## src/rtl/rv_ctl.sv

```systemverilog
// Multicycle control FSM for the RISC-V datapath: decodes the latched IR each
// cycle, sequences the instruction and emits every datapath strobe.
module rv_ctl #(
    parameter int DPWIDTH = 32,
    parameter int CNTW    = 32
) (
    input  logic               clk,
    input  logic               rst,
    input  logic [DPWIDTH-1:0] instr,
    input  logic               zero,
    output logic               pcsourse,
    output logic               pcwrite,
    output logic               pccen,
    output logic               irwrite,
    output logic [1:0]         wbsel,
    output logic               regwen,
    output logic [1:0]         immsel,
    output logic               asel,
    output logic               bsel,
    output logic [3:0]         alusel,
    output logic               mdrwrite,
    output logic               inv_en,
    output logic               dmem_wen,
    output logic               halted,
    output logic               retire,
    output logic [CNTW-1:0]    retired_cnt
);

    localparam logic [3:0] ST_FETCH    = 4'd0;
    localparam logic [3:0] ST_DECODE   = 4'd1;
    localparam logic [3:0] ST_EXEC_R   = 4'd2;
    localparam logic [3:0] ST_EXEC_I   = 4'd3;
    localparam logic [3:0] ST_ALU_WB   = 4'd4;
    localparam logic [3:0] ST_MEM_ADDR = 4'd5;
    localparam logic [3:0] ST_MEM_RD   = 4'd6;
    localparam logic [3:0] ST_MEM_WB   = 4'd7;
    localparam logic [3:0] ST_MEM_WR   = 4'd8;
    localparam logic [3:0] ST_BRANCH   = 4'd9;
    localparam logic [3:0] ST_JAL      = 4'd10;
    localparam logic [3:0] ST_HALT     = 4'd11;

    localparam logic [6:0] OP_R      = 7'b0110011;
    localparam logic [6:0] OP_I      = 7'b0010011;
    localparam logic [6:0] OP_LOAD   = 7'b0000011;
    localparam logic [6:0] OP_STORE  = 7'b0100011;
    localparam logic [6:0] OP_SW2    = 7'b0001011;
    localparam logic [6:0] OP_BRANCH = 7'b1100011;
    localparam logic [6:0] OP_JAL    = 7'b1101111;

    localparam logic [3:0] ALU_ADD  = 4'd0;
    localparam logic [3:0] ALU_SUB  = 4'd1;
    localparam logic [3:0] ALU_SLL  = 4'd2;
    localparam logic [3:0] ALU_SLT  = 4'd3;
    localparam logic [3:0] ALU_SLTU = 4'd4;
    localparam logic [3:0] ALU_XOR  = 4'd5;
    localparam logic [3:0] ALU_SRL  = 4'd6;
    localparam logic [3:0] ALU_SRA  = 4'd7;
    localparam logic [3:0] ALU_OR   = 4'd8;
    localparam logic [3:0] ALU_AND  = 4'd9;

    localparam logic [1:0] IMM_I = 2'd0;
    localparam logic [1:0] IMM_S = 2'd1;
    localparam logic [1:0] IMM_B = 2'd2;
    localparam logic [1:0] IMM_J = 2'd3;

    logic [3:0]      r_state;
    logic [3:0]      w_next;
    logic [CNTW-1:0] r_retiredCnt;
    logic [6:0]      w_opcode;
    logic [2:0]      w_funct3;
    logic            w_f7b;
    logic            w_unusedInstr;

    assign w_opcode      = instr[6:0];
    assign w_funct3      = instr[14:12];
    assign w_f7b         = instr[30];
    assign w_unusedInstr = ^{instr[DPWIDTH-1:31], instr[29:15], instr[11:7]};

    // f7b selects SUB only for register-register ops; SRA/SRL honour it for both
    function automatic logic [3:0] aluDecode(input logic [2:0] f3, input logic f7b,
                                             input logic isR);
        logic [3:0] sel;
        case (f3)
            3'b000:  sel = (isR && f7b) ? ALU_SUB : ALU_ADD;
            3'b001:  sel = ALU_SLL;
            3'b010:  sel = ALU_SLT;
            3'b011:  sel = ALU_SLTU;
            3'b100:  sel = ALU_XOR;
            3'b101:  sel = f7b ? ALU_SRA : ALU_SRL;
            3'b110:  sel = ALU_OR;
            default: sel = ALU_AND;
        endcase
        return sel;
    endfunction

    always_comb begin
        w_next   = r_state;
        pcsourse = 1'b0;
        pcwrite  = 1'b0;
        pccen    = 1'b0;
        irwrite  = 1'b0;
        wbsel    = 2'd0;
        regwen   = 1'b0;
        immsel   = IMM_I;
        asel     = 1'b0;
        bsel     = 1'b0;
        alusel   = ALU_ADD;
        mdrwrite = 1'b0;
        inv_en   = 1'b0;
        dmem_wen = 1'b0;
        halted   = 1'b0;
        retire   = 1'b0;
        case (r_state)
            ST_FETCH: begin
                irwrite = 1'b1;
                pccen   = 1'b1;
                pcwrite = 1'b1;
                w_next  = ST_DECODE;
            end
            ST_DECODE: begin
                // Speculatively form PC+imm so BRANCH/JAL find the target in ALUOUT
                asel   = 1'b1;
                bsel   = 1'b1;
                alusel = ALU_ADD;
                immsel = (w_opcode == OP_JAL) ? IMM_J : IMM_B;
                case (w_opcode)
                    OP_R:      w_next = ST_EXEC_R;
                    OP_I:      w_next = ST_EXEC_I;
                    OP_LOAD,
                    OP_STORE,
                    OP_SW2:    w_next = (w_funct3 == 3'b010) ? ST_MEM_ADDR : ST_HALT;
                    OP_BRANCH: w_next = (w_funct3[2:1] == 2'b00) ? ST_BRANCH : ST_HALT;
                    OP_JAL:    w_next = ST_JAL;
                    default:   w_next = ST_HALT;
                endcase
            end
            ST_EXEC_R: begin
                alusel = aluDecode(w_funct3, w_f7b, 1'b1);
                w_next = ST_ALU_WB;
            end
            ST_EXEC_I: begin
                bsel   = 1'b1;
                immsel = IMM_I;
                alusel = aluDecode(w_funct3, w_f7b, 1'b0);
                w_next = ST_ALU_WB;
            end
            ST_ALU_WB: begin
                wbsel  = 2'd1;
                regwen = 1'b1;
                retire = 1'b1;
                w_next = ST_FETCH;
            end
            ST_MEM_ADDR: begin
                bsel   = 1'b1;
                alusel = ALU_ADD;
                immsel = (w_opcode == OP_LOAD) ? IMM_I : IMM_S;
                w_next = (w_opcode == OP_LOAD) ? ST_MEM_RD : ST_MEM_WR;
            end
            ST_MEM_RD: begin
                mdrwrite = 1'b1;
                w_next   = ST_MEM_WB;
            end
            ST_MEM_WB: begin
                wbsel  = 2'd0;
                regwen = 1'b1;
                retire = 1'b1;
                w_next = ST_FETCH;
            end
            ST_MEM_WR: begin
                dmem_wen = 1'b1;
                inv_en   = (w_opcode == OP_SW2);
                retire   = 1'b1;
                w_next   = ST_FETCH;
            end
            ST_BRANCH: begin
                alusel   = ALU_SUB;
                pcsourse = 1'b1;
                pcwrite  = (w_funct3 == 3'b000) ? zero : ~zero;
                retire   = 1'b1;
                w_next   = ST_FETCH;
            end
            ST_JAL: begin
                wbsel    = 2'd2;
                regwen   = 1'b1;
                pcwrite  = 1'b1;
                pcsourse = 1'b1;
                retire   = 1'b1;
                w_next   = ST_FETCH;
            end
            ST_HALT: begin
                halted = 1'b1;
                w_next = ST_HALT;
            end
            default: w_next = ST_FETCH;
        endcase
    end

    always_ff @(posedge clk or posedge rst) begin
        if (rst) begin
            r_state      <= ST_FETCH;
            r_retiredCnt <= '0;
        end else begin
            r_state <= w_next;
            if (retire) begin
                r_retiredCnt <= r_retiredCnt + 1'b1;
            end
        end
    end

    assign retired_cnt = r_retiredCnt;

endmodule

```

## config.mk

```make
export PLATFORM = sky130hd
export DESIGN_NAME = rv_ctl
export DESIGN_NICKNAME = d
export VERILOG_FILES = /design/src/rtl/rv_ctl.sv
export SDC_FILE = /design/constraint.sdc
export NUM_CORES = 1
export LEC_CHECK = 0
export ABC_AREA = 1
export BUFFER_PORTS_ARGS = -buffer_cell sky130_fd_sc_hd__buf_4
export CORE_UTILIZATION = 45
export CTS_CLUSTER_SIZE = 24
export DETAILED_ROUTE_END_ITERATION = 10
export PLACE_DENSITY = 0.73
export RECOVER_POWER = 25
export SKIP_LAST_GASP = 1
export SLEW_MARGIN = 20
export SYNTH_ARGS = -nofsm -noshare
export SYNTH_HDL_FRONTEND = slang
export SYNTH_SLANG_ARGS = --single-unit
```

## constraint.sdc

```tcl
create_clock -name clk -period 2.2 [get_ports clk]
set_clock_uncertainty 0.2 [all_clocks]
set_input_delay 0.22 -clock clk [delete_from_list [all_inputs] [get_ports clk]]
set_output_delay 0.22 -clock clk [all_outputs]
set_load 0.05 [all_outputs]
```

* Word level (Yosys, flattened, before mapping)
Cells that the tools add are included.
** Storage, ports and cells
- Register bits after elaboration :: 36
- Latch bits :: 0
- RAM bits :: 0
- ROM bits :: 0
- Bits of input ports :: 35
- Word-level logic and storage cells :: 64
- Memories kept :: 0
** Cells by class
- Add/subtract/negate cells :: 1
- Multipliers :: 0
- Div/mod/pow operators :: 0
- $lt $le $gt $ge :: 0
- Equal/unequal tests :: 24
- Shift-type cells :: 0
- Muxes and demuxes :: 26
- Bitwise gates (word level) :: 1
- Reduce and logical (&&, ||, !) cells :: 10
** Operators by type and width (number)
- $pmux 4 s7 :: 2
- $add 32x1->32 const B :: 1
- $pmux 4 s6 :: 1
- $pmux 4 s5 :: 1
- $eq 4x3->1 const B :: 4
- $eq 4x4->1 const B :: 4
- $mux 1 :: 15
- $eq 7x6->1 const B :: 2
- $eq 7x7->1 const B :: 2
- $pmux 4 s3 :: 1
- $eq 3x3->1 const B :: 3
- $reduce_or 3->1 :: 3
- $eq 4x2->1 const B :: 2
- $mux 4 :: 2
- $pmux 2 s2 :: 2
- $eq 7x2->1 const B :: 1
- $eq 7x4->1 const B :: 1
- $eq 7x5->1 const B :: 1
- $eq 3x2->1 const B :: 2
- $reduce_or 2->1 :: 3
- $reduce_or 5->1 :: 1
- $eq 4x1->1 const B :: 1
- $logic_not 4->1 :: 1
- $eq 3x1->1 const B :: 1
- other kinds (5) :: 5

* Logic depth before layout (Yosys ltp)
Gate-level depths: netlist of the first run.
- Depth after elaboration :: 4
- Mapped depth :: 11
- Mapped depth without buffers :: 11

* Least setup slack after synthesis of the first run
OpenSTA, ideal clock, no wires.
- Kind :: flip-flop to output port
- Start :: reg r_state[3]
- End :: out immsel[0]
- Arrival time :: 2.661 ns
- Required time :: 1.780 ns
- Slack :: -0.881 ns
- Cell stages (with the launch flop) :: 6
- Path through :: dfrtp_1 nor2_1 inv_1 nor2_1 inv_1 o21ai_0
** On the way
- Word-level cells in the longest chain between the ends :: 2
- Elaborated cells on any way between the ends :: 3
- Those cells by class :: eq/ne (2); mux (1)
** Ends and longest elaborated chain
- start: declaration :: RTL line 66 : logic [3:0] r_state;
- start signal: assignment :: RTL line 203 : r_state <= w_next;
- $eq 4x3->1 or $eq 4x1->1 (tied branches) :: RTL line 113 : case (r_state)
- $pmux 2 s2 (*) :: RTL line 113
- end: declaration :: RTL line 17 : output logic [1:0] immsel,
Every way passes the cells marked *; elsewhere a longest branch is shown, timed or not.

* Worst setup path in the final report of the first run
- Start :: reg r_state[1]
- End :: out retire
** On the way
- Word-level cells in the longest chain between the ends :: 3
- Elaborated cells on any way between the ends :: 7
- Those cells by class :: eq/ne (5); mux (1); reduce/logical (1)
** Ends and longest elaborated chain
- $eq 4x4->1 or $eq 4x3->1 (tied branches) :: RTL line 113
- $reduce_or 5->1 (no line) (*)
- $mux 1 (*) :: RTL line 113
- end: declaration :: RTL line 25 : output logic retire,
Marks and branches as above.

==> impl_results.md, run 1 <==
- Router iterations before antenna repair: 4
- Synth Register Bits: 36
- Logic gate share of total power: 55.8%
- GRT overflow: 0
- Clk_lat worst skew: 0.28 ns
- Critical Path End Type: primary output
- Sequential share of power: 27.9%
- Crit path top cell by count: nand2_2
- GR Util All Layers: 22.44%
- Maximum vdd drop: 0.0007203 V
- Final Power: 2.947 mW
- Post-synthesis cell count: 391
- Fin nets: 497
- Fmax achieved: 481.5 MHz
- Status: completed
- Place WS: 0.3855 ns
- Psw: 1.517 mW
- Remaining DRCs: 0
- Net Sw Frac: 51.45%
- TritonCTS clock tree: built
- Synth Area in Adders: 0.4852%
- Synth Area in Compound Gates: 3.057%
- Fin area: 0.003237 mm²
- CTS H-tree depth: 2
- Hold WC Path Type: primary input to flip-flop
- Vias: 2632
- Synthesized area: 0.002579 mm²
- Post-Synth Simple-Gate Area: 48.18%
- Starting density of the core: 46.83%
- Antenna diode count: 0
- Worst-path clk slew: 0.06 ns
- Fill count: 542
- Vias in the first global route: 2411
- Internal: 1.431 mW
- CP Cell Sequence: inv_1 -> nand2_2 -> nand2_2 -> nand2_2 -> nand2_4 -> buf_4 -> buf_4
- GP Congestion: 0.8960
- Post-synthesis sequential area ratio: 34.93%
- Buf/Inv on CP: 3
- Clock share of power: 16.3%
- Commonest non-fill, non-tap cell in the layout: nand2_1
- Worst Path Required: 1.78 ns
- Clock Tree Buf Depth: 2
- Worst Path Max Fanout: 14
- Critical Path Source Type: flip-flop
- Worst-margin pin slew: 0.8919 ns
- Synth Area in XOR/XNOR: 5.774%
- Via-per-instance ratio: 4.929
- Crit path largest cell delay: 0.39 ns
- Crit-path leading delay family: buffers and inverters
- Routed Antenna Nets: 0
- Number of buffers created by CTS: 5
- Share of layout cells above drive strength 1: 21.43%
- # Max-Cap Violations: 0
- Pin count of the biggest net entering global routing: 37
- CTS Root Cell: clkbuf_8
- Mux cell area share after synthesis: 0%
- Wire per inst: 11.83 µm
- Max-slew violation count: 0
- TritonCTS Sinks: 36
- Die X: 77.70 µm
- PD cells: 910.6 mW/mm²
- # setup viols final: 0
- Pleak: 1.648 nW
- Setup Crit Path Kind: flip-flop to primary output
- Post-route non-filler standard cell count: 534
- Unrepaired setup endpoints after global routing: true
- Area after DPL: 0.003139 mm²
- Syn_area_per_cell: 6.595 µm²
- DP HPWL: 4.969 mm
- IO Pins: 87
- Core Rows: 27
- Distinct cells, synth: 30
- Total Wirelength: 6.317 mm
- First-pass GRT wire length: 10.72 mm
- Die extent in y: 77.70 µm
- Fin crit period: 2.077 ns
- Hold Vio Cnt, Final: 0
- Yosys Warn Count: 0
- Data arrival time of the critical path: 1.66 ns
- Final period utilization: 94.41%
- Flop2flop setup slack: 0.37 ns
- Placed Cells: 525
- Cts repair resizes: 0
- Rel. slew slack: 40.54%
- Final setup margin: 0.1230 ns
- Commonest non-fill, non-tap cells in the layout: 149 x nand2_1, 69 x nor2_1, 65 x buf_4
- Setup TNS: 0 ns
- Critical-path top delay cell: dfrtp_1
- Die ar.: 0.006037 mm²
- PortBufs: 65
- Core area: 0.005507 mm²
- DRT iter0 DRCs: 95
- Largest family of logic cells by synthesized area: simple AND/OR/NAND/NOR gates
- Syn Nets: 427
- Area delta synth->final: 25.52%
- Antenna violations before repair: 0
## layout make-up
cell class	instances	area [µm²]	share of cell area [%]
Multi-Input combinational cell	311	1499	46.31
Sequential cell	36	900.9	27.83
Timing Repair Buffer	68	510.5	15.77
Inverter	39	146.4	4.523
Clock buffer	8	90.09	2.783
Tap cell	72	90.09	2.783
## worst paths after layout
path | from | to | cells after the start
min in group asynchronous | rst | retired_cnt[3] | 4
worst min register to register | retired_cnt[31] | retired_cnt[31] | 2
worst max register to register | r_state[1] | retired_cnt[22] | 10
worst min-delay path | instr[4] | r_state[2] | 6
max in group asynchronous | rst | retired_cnt[24] | 4
worst max-delay path | r_state[1] | retire | 7
## kinds of logic (layout without fill, tap and decap cells)
logic type / after synthesis / count (layout)
and+or+nand+nor: 279 / 279
DFF: 36 / 36
adders and majority gates: 1 / 1
xor gates and xnor gates: 17 / 17
AOI/OAI and AO/OA: 14 / 14
buffers and inverters: 44 / 115
## power groups by stage
stage                     registers [mW]  clock network, mW  logic (mW)
final                              0.823              0.481        1.64
after global routing               0.839              0.519        1.75
after CTS                          0.825              0.489        1.64
after detailed placement           0.838                  0        1.64
after global placement             0.834                  0        1.63
after floorplan                    0.969                  0        1.16
## worst min-delay path, delay by kind of cell
family | cells | cell delay (ns)
AND/OR/NAND/NOR | 5 | 0.32
buffers and inverters | 1 | 0.08
## flip-flops by register name (all words and copies together), names as in the netlist
name	count
r_state	4
retired_cnt	32
## metal layers
| metal | wire length (µm) | GRT usage (%) | vias to the layer above |
|---|---|---|---|
| li1 | - | - | 1345 |
| met1 | 2945 | 28.95 | 1220 |
| met2 | 3018 | 37.61 | 55 |
| met3 | 253 | 4.000 | 12 |
| met4 | 100 | 7.736 | 0 |
| met5 | 0 | 0 | - |
## timing repair
| action | 4_1_cts | 5_1_grt |
|---|---|---|
| setup endpoints to repair | 0 | 4 |
| endpoints found under the hold margin | 36 | 0 |
| setup buffers | 0 | 0 |
| hold buffers | 1 | 0 |
## synthesized netlist by cell type
cell / instances / area, µm²
dfrtp_1: 36 / 900.9
nor4_1: 1 / 6.260
nand2_2: 7 / 43.79
inv_2: 1 / 3.750
nand3b_2: 1 / 11.26
inv_1: 38 / 142.6
buf_4: 2 / 15.01
nand4_1: 4 / 25.02
xor2_1: 7 / 61.31
nor2_8: 1 / 20.02
nand2_4: 2 / 22.52
a211oi_1: 1 / 7.510
a21oi_1: 5 / 25.02
nor3_1: 5 / 25.02
o211ai_1: 1 / 7.510
nand3_1: 14 / 70.07
xnor2_1: 10 / 87.58
o21bai_1: 1 / 7.510
o21ai_0: 4 / 20.02
o21ai_1: 1 / 5.000
buf_6: 3 / 33.78
nand2_1: 149 / 559.3
and2_1: 1 / 6.260
nand3_2: 1 / 10.01
ha_1: 1 / 12.51
nor2_2: 3 / 18.77
nor2_4: 5 / 56.30
nor2_1: 72 / 270.3
o22ai_1: 1 / 6.260
nand3b_1: 13 / 97.59
## per-stage QoR
step	hold slack, ns	util, %
6_report	0.1986	58.78
3_5_place_dp	0.1643	57.01
3_3_place_gp	0.1566	57.01
2_1_floorplan	0.1870	-
4_1_cts	0.1887	58.83
5_1_grt	0.2561	58.78
(Power assumes the default switching activity.)
==> run 2: changes to the inputs <==
==> constraint.sdc (replaced) <==
create_clock -name clk -period 2.65 [get_ports clk]
set_clock_uncertainty 0.2 [all_clocks]
set_input_delay 0.265 -clock clk [delete_from_list [all_inputs] [get_ports clk]]
set_output_delay 0.265 -clock clk [all_outputs]
set_load 0.05 [all_outputs]
==> run 2 against run 1 <==
Wire length increased by 0.95%. Global-route usage increased by 0.84 points. Final area decreased by 0.58%. Critical path depth decreased by 1. Sequential share of layout area increased by 0.16 points. Power decreased by 18%. Clock-buffer cell count decreased by 2. Clock power decreased by 16%. Final cell count decreased by 0.19%. First-iteration DRC count increased by 42%. Register-to-register slack improved by 0.35 ns. Critical endpoint is now alusel[2].
==> impl_results.md, run 2 (synthesized netlist as in run 1, its figures left out) <==
- Hold-fix buffers, CTS: 1
- Worst reg2reg path startpoint: r_state[1]
- GRT overflow: 0
- Maximum vdd drop: 0.0007494 V
- PD cells: 753.4 mW/mm²
- # Max-Cap Violations: 0
- Worst-margin pin slew: 0.8755 ns
- Postcts setup bufs: 0
- Commonest non-fill, non-tap cell in the layout: nand2_1
- Die ar.: 0.006037 mm²
- First-pass GRT wire length: 11.14 mm
- Setup Crit Path Kind: flip-flop to primary output
- R2R cell count: 10
- Worst-path clk slew: 0.07 ns
- Core area: 0.005507 mm²
- Vias: 2604
- TritonCTS Sinks: 36
- Critical Path End Type: primary output
- Cell count of the worst hold path: 7
- Flop2flop setup slack: 0.72 ns
- Setup TNS: 0 ns
- PortBufs: 65
- Status: completed
- Place WS: 0.7467 ns
- Via-per-instance ratio: 4.886
- Data arrival time of the critical path: 1.69 ns
- Die X: 77.70 µm
- Fmax achieved: 464.2 MHz
- TritonCTS clock tree: built
- Worst Hold Path EP: r_state[0]
- Router iterations before antenna repair: 4
- GR Util All Layers: 23.28%
- Fin nets: 496
- RR Endpoint: retired_cnt[22]
- Hold Vio Cnt, Final: 0
- Max reg flops: 32
- Fin area: 0.003218 mm²
- Clk_lat worst skew: 0.29 ns
- CTS H-tree depth: 2
- Antenna diode count: 0
- CTS Root Cell: clkbuf_8
- Hold path startpoint: instr[6]
- Core Rows: 27
- Total Wirelength: 6.377 mm
- Rel. slew slack: 41.63%
- Wire per inst: 11.96 µm
- Max-slew violation count: 0
- Cts repair resizes: 0
- Area delta synth->final: 24.79%
- Hold WC Path Type: primary input to flip-flop
- Vias in the first global route: 2566
- Die extent in y: 77.70 µm
- Final period utilization: 81.29%
- WHS: 0.2228 ns
- Remaining DRCs: 0
- Commonest non-fill, non-tap cells in the layout: 149 x nand2_1, 71 x nor2_1, 64 x buf_4
- Fin crit period: 2.154 ns
- Final Power: 2.424 mW
- Area after DPL: 0.003118 mm²
- Fill count: 552
- IO Pins: 87
- Pleak: 1.646 nW
- Share of layout cells above drive strength 1: 20.82%
- DP HPWL: 4.968 mm
- Routed Antenna Nets: 0
- Worst Path Required: 2.18 ns
- Pin count of the biggest net entering global routing: 37
- # setup viols final: 0
- Critical Path Source Type: flip-flop
- Starting density of the core: 46.83%
- Number of buffers created by CTS: 5
- Antenna violations before repair: 0
- Final setup margin: 0.4957 ns
- Unrepaired setup endpoints after global routing: false
- GP Congestion: 0.8726
- DRT iter0 DRCs: 135
- Clock Tree Buf Depth: 2
- Worst Path Max Fanout: 4
## run 2: where the power goes
group / switching (mW) / internal (mW)
Combinational: 0.990 / 0.344
Sequential: 0.0702 / 0.614
Clock: 0.198 / 0.207
Total: 1.26 / 1.17
## run 2: layout make-up
| class | count | area (µm²) | share of cell area [%] |
|---|---|---|---|
| flip-flops and latches | 36 | 900.9 | 27.99 |
| repair buffers | 67 | 503.0 | 15.63 |
| inverters | 39 | 146.4 | 4.549 |
| well taps | 72 | 90.09 | 2.799 |
| multi-input cells | 311 | 1485 | 46.15 |
| clock inverters | 2 | 10.01 | 0.3110 |
| clock buffers | 6 | 82.58 | 2.566 |
## run 2: metal layers
layer	routed length (µm)	up-vias	share of wire, %	track usage, %
li1	-	1338	-	-
met1	2836	1189	44	29.22
met2	3136	67	49	39.73
met3	313	10	4.9	4.235
met4	91	0	1.4	8.491
met5	0	-	0	0
## run 2: worst max-delay path by stage
stage                          start              end
after detailed placement  r_state[1]  retired_cnt[18]
after floorplan           r_state[3]        immsel[0]
after CTS                 r_state[3]        immsel[0]
after global routing      r_state[3]        alusel[2]
after global placement    r_state[1]  retired_cnt[22]
final                     r_state[3]        alusel[2]
## run 2: critical path, stage by stage, from the launching register on
cell and delay (ns):
dfrtp_1 0.40, nor2_1 0.18, inv_1 0.12, nor2_1 0.20, nand2_1 0.07, a211oi_1 0.19, buf_4 0.24
## run 2: per-stage QoR
stage	cells	util [%]
after floorplan	391	-
after global placement	524	56.62
after detailed placement	524	56.62
after CTS	533	58.49
after global routing	533	58.44
final	533	58.44
